`src/rtl/t10_tick_scheduler.sv`:
```
// t10_tick_scheduler: round-robin shared interval counter with one-cycle completion pulses
module t10_tick_scheduler #(
    parameter int NREQ  = 4,
    parameter int WIDTH = 30
) (
    input  logic                  clk,
    input  logic                  rst,
    input  logic [NREQ-1:0]       req,
    input  logic [NREQ*WIDTH-1:0] len,
    output logic [NREQ-1:0]       grant,
    output logic [NREQ-1:0]       done,
    output logic                  busy,
    output logic [WIDTH-1:0]      elapsed
);
    localparam int IW = $clog2(NREQ);

    typedef enum logic [1:0] {IDLE, COUNT, DONE} state_t;

    state_t          state, state_nxt;
    logic [IW-1:0]   ptr, g, win, g_next, cand;
    logic [WIDTH-1:0] count, max;
    logic [NREQ-1:0] sel;

    // first requester at or after ptr, wrapping around
    always_comb begin
        win  = ptr;
        cand = ptr;
        for (int k = NREQ - 1; k >= 0; k--) begin
            int j;
            j = int'(ptr) + k;
            if (j >= NREQ) j = j - NREQ;
            cand = IW'(j);
            if (req[cand]) win = cand;
        end
    end

    assign g_next = (g == IW'(NREQ - 1)) ? '0 : g + IW'(1);
    assign sel    = NREQ'(1) << g;

    // state register
    always_ff @(posedge clk or posedge rst) begin
        if (rst) state <= IDLE;
        else     state <= state_nxt;
    end

    // next-state: a dropped request in COUNT beats reaching the limit
    always_comb begin
        state_nxt = state;
        case (state)
            IDLE:    state_nxt = |req ? COUNT : IDLE;
            COUNT:   state_nxt = !req[g] ? IDLE : (count == max) ? DONE : COUNT;
            DONE:    state_nxt = IDLE;
            default: state_nxt = IDLE;
        endcase
    end

    // winner, limit, counter and round-robin pointer
    always_ff @(posedge clk or posedge rst) begin
        if (rst) begin
            ptr   <= '0;
            g     <= '0;
            count <= '0;
            max   <= '0;
        end else begin
            case (state)
                IDLE: if (|req) begin
                    g     <= win;
                    max   <= len[win*WIDTH +: WIDTH];
                    count <= '0;
                end
                COUNT: begin
                    if (!req[g])            ptr   <= g_next;
                    else if (count == max)  count <= '0;
                    else                    count <= count + WIDTH'(1);
                end
                DONE: ptr <= g_next;
                default: ;
            endcase
        end
    end

    assign grant   = (state == IDLE)  ? '0 : sel;
    assign done    = (state == DONE)  ? sel : '0;
    assign busy    = (state != IDLE);
    assign elapsed = (state == COUNT) ? count : '0;
endmodule

```
`config.mk`:
```
export PLATFORM = sky130hd
export DESIGN_NAME = t10_tick_scheduler
export DESIGN_NICKNAME = d
export VERILOG_FILES = /design/src/rtl/t10_tick_scheduler.sv
export SDC_FILE = /design/constraint.sdc
export NUM_CORES = 1
export LEC_CHECK = 0
export CAP_MARGIN = 20
export CORE_MARGIN = 1
export CORE_UTILIZATION = 45
export DETAILED_ROUTE_END_ITERATION = 10
export PLACE_DENSITY = 0.88
export SETUP_SLACK_MARGIN = 0.1
export SKIP_LAST_GASP = 1
export SYNTH_ARGS = -nofsm -noshare
export SYNTH_HDL_FRONTEND = slang
export SYNTH_SLANG_ARGS = --single-unit
```
`constraint.sdc`:
```
create_clock -name clk -period 2.9 [get_ports clk]
set_clock_uncertainty 0.05 [all_clocks]
set_input_delay 0.58 -clock clk [delete_from_list [all_inputs] [get_ports clk]]
set_output_delay 0.58 -clock clk [all_outputs]
set_load 0.005 [all_outputs]
```
==> results.sh <==
export IMPL_p_int_mw=2.55
export IMPL_num_vias=4033
export IMPL_post_route_drc_count=0
export IMPL_drtIter0Drc=225
export IMPL_pre_cts_slack_ns=0.0399
export IMPL_dp_cells=736
export IMPL_cts_setup_buffers=0
export IMPL_power_density_nw_per_um2=668
export IMPL_first_pass_iters=5
export IMPL_p_sw_share_pct=40.1
export IMPL_worstPathArrival_ns=1.92
export IMPL_p_sw_mw=1.71
export IMPL_grt_pass1_wl_um=19500
export IMPL_ioPinCount=165
export IMPL_min_period_over_period_pct=87.9
export IMPL_rr_startpoint="count[10]$_DFFE_PP0P_"
export IMPL_netlist_instances=456
export IMPL_layout_min_cycle_time_ns=2.55
export IMPL_p_leak_nw=2.75
export IMPL_syn2layout_area_growth_pct=45.0
export IMPL_postRouteAntennaNets=0
export IMPL_grt_pass1_vias=3970
export IMPL_rows=35
export IMPL_cts_sinks=66
export IMPL_nFillCells=762
export IMPL_start_util_pct=46.9
export IMPL_antenna_found_initial=0
export IMPL_peakVddDrop_v=0.000395
export IMPL_overflow=0
export IMPL_cts_hold_buf=0
export IMPL_layout_setup_ws_ns=0.352
export IMPL_clk_pin_slew_ns=0.07
export IMPL_crit_path_cell_trace="nor2b_2 -> buf_4 -> and2_1 -> clkdlybuf4s50_1"
export IMPL_worstPathMaxFanout=35
export IMPL_die_y_um=101
export IMPL_avgSynthCellArea_um2=9.65
export IMPL_crit_cells=4
export IMPL_clk_path_buf_depth=2
export IMPL_endpoint="elapsed[6]"
export IMPL_cp_slowest_stage_delay_ns=0.50
export IMPL_cp_num_buf_inv=2
export IMPL_cts_resized=0
export IMPL_critPathKind="reg2out"
export IMPL_ys_seq_area_share_pct=37.5
export IMPL_outcome="complete, no violations"
export IMPL_dieArea_um2=10200
export IMPL_coreArea_um2=9370
export IMPL_syn_nets=587
export IMPL_ys_ff_latch=66
export IMPL_grt_max_degree=42
export IMPL_p_seq_share_pct=34.4
export IMPL_synth_area_um2=4400
export IMPL_cts_buffers=9
export IMPL_max_freq_mhz=392
export IMPL_cpMaxStageDelayCell="clkdlybuf4s50_1"
export IMPL_hold_violations=0
export IMPL_start_kind="flip-flop"
export IMPL_finalSetupViolations=0
export IMPL_hp_class="reg2reg"
export IMPL_numPortBuffers=164
export IMPL_n_antenna_cell=0
export IMPL_total_power_mw=4.26
export IMPL_routabilityCongestion=0.957
export IMPL_cts_tree="done"
export IMPL_max_slew_margin_rel_pct=55.9
export IMPL_maxCapViolCount=0
export IMPL_avgRoutedWirePerCell_um=16.3
export IMPL_r2r_slack_ns=0.51
export IMPL_grt_total_usage_pct=25.1
export IMPL_critPathLaunch="state[0]$_DFF_PP0_"
export IMPL_r2r_end="count[19]$_DFFE_PP0P_"
export IMPL_wirelength_um=12200
export IMPL_drive_gt1_share_pct=7.06
export IMPL_cp_top_family="buffers and inverters"
export IMPL_power_frac_comb_pct=50.0
export IMPL_final_setup_tns_ns=0
export IMPL_insertion_delay_ns=0.34
export IMPL_cts_root_buf="clkbuf_8"
export IMPL_die_w_um=101
export IMPL_htree_levels=3
export IMPL_dpl_hpwl_um=9740
export IMPL_ff2ff_path_depth=6
export IMPL_ys_warn_count=0
export IMPL_pwr_share_clk_pct=15.6
export IMPL_end_kind="output pin"
export IMPL_vias_per_cell=5.36
export IMPL_cp_required_ns=2.27
export IMPL_nNetsFinal=749
export IMPL_synth_distinct_cells=42
export IMPL_max_slew_worst_pin_slew_ns=0.660
export IMPL_rsz0062_at_grt="no"
export IMPL_stdcell_count=752
export IMPL_slew_violations=0
## cell usage after synthesis (all sizes together)
master	number	area (µm²)
clkbuf	11	41.3
or3	1	11.3
nor3b	2	26.3
nand4	18	125
buf	16	98.8
nor2b	9	56.3
dfrtp	66	1650
and3	2	12.5
or4	1	11.3
a21oi	4	31.3
xnor2	26	228
nor3	5	25.0
and2	37	231
xor2	30	263
mux2	1	11.3
and4	2	17.5
o221ai	32	280
a22oi	1	21.3
inv	8	30.0
o311ai	1	8.76
nand2	51	191
or2	1	6.26
nand3	14	70.1
o211ai	1	7.51
mux2i	60	601
nor2	37	151
a32o	1	10.0
nor4	4	46.3
ha	5	62.6
o21ai	5	25.0
nand3b	1	7.51
mux4	1	22.5
nor4b	1	8.76
a21o	1	7.51
## final cells by class
cell class                 instances  area [µm²]  share of cell area [%]
timing repair buffer             178        1780                    28.0
clock buffer                      13         149                    2.33
clock inverter                     3        15.0                   0.235
tap                              129         161                    2.53
sequential                        66        1650                    25.9
multi-input combinational        355        2590                    40.6
inverter                           8        30.0                   0.471
## per-layer routing
| metal | global-route usage [%] | wire [µm] | share of wire [%] |
|---|---|---|---|
| met1 | 33.1 | 5290 | 43 |
| met2 | 42.9 | 6070 | 50 |
| met3 | 3.47 | 729 | 6.0 |
| met4 | 7.25 | 133 | 1.1 |
| met5 | 0 | 0 | 0 |
## layout by cell type (no fill, tap or decap), drive strengths merged, types with 2 or more instances in the layout
cell type	netlist	layout
nand4	18	18
xor2	30	30
xnor2	26	26
nand2	51	51
nor2	37	37
and2	37	37
nor4	4	4
o221ai	32	32
clkinv	0	3
dfrtp	66	66
buf	16	14
nor3b	2	2
a21oi	4	4
nor2b	9	9
inv	8	8
clkbuf	11	13
o21ai	5	5
nand3	14	14
and4	2	2
mux2i	60	60
clkdlybuf4s50	0	164
ha	5	5
nor3	5	5
and3	2	2
## stage by stage
stage          hold WS [ns]  util [%]  area, µm²
2_1_floorplan         0.425         -       4400
3_3_place_gp          0.451      66.3       6210
3_5_place_dp          0.459      66.3       6210
4_1_cts               0.472      68.1       6380
5_1_grt               0.493      68.1       6380
6_report              0.475      68.1       6380
## tightest hold or removal path, delay by kind of cell (launching register included)
kind / cells / cell delay (ns)
DFF: 1 / 0.37
and+or+nand+nor: 1 / 0.06
AOI/OAI and AO/OA: 1 / 0.06
## state kept, by name, summed over array words and instances, names as in the netlist
signal,count
count,30
g,2
max,30
ptr,2
state,2
## power by group through the flow
stage / registers, mW / logic, mW / clock network (mW)
6_report: 1.46 / 2.13 / 0.665
5_1_grt: 1.49 / 2.32 / 0.707
4_1_cts: 1.46 / 2.14 / 0.670
3_5_place_dp: 1.48 / 2.13 / 0
3_3_place_gp: 1.47 / 2.06 / 0
2_1_floorplan: 1.37 / 1.53 / 0
## worst min-delay path by stage
stage | slack (ns) | end | cells after the start | startpoint
3_5_place_dp | 0.46 | max[15]$_DFFE_PP0P_ | 2 | max[15]$_DFFE_PP0P_
5_1_grt | 0.49 | max[16]$_DFFE_PP0P_ | 2 | max[16]$_DFFE_PP0P_
3_3_place_gp | 0.45 | max[10]$_DFFE_PP0P_ | 2 | max[10]$_DFFE_PP0P_
2_1_floorplan | 0.43 | max[0]$_DFFE_PP0P_ | 2 | max[0]$_DFFE_PP0P_
6_report | 0.48 | max[13]$_DFFE_PP0P_ | 2 | max[13]$_DFFE_PP0P_
4_1_cts | 0.47 | max[15]$_DFFE_PP0P_ | 2 | max[15]$_DFFE_PP0P_
## cells by family after synthesis
group           after synthesis  synth area share, %
xor+xnor                     56                 11.1
simple gates                186                 22.7
mux                          62                 14.4
flops                        66                 37.5
fa+ha+maj                     5                 1.42
compound gates               46                 8.90
buf+inv                      35                 3.87
Note: power is estimated with default switching activity, not from simulation.
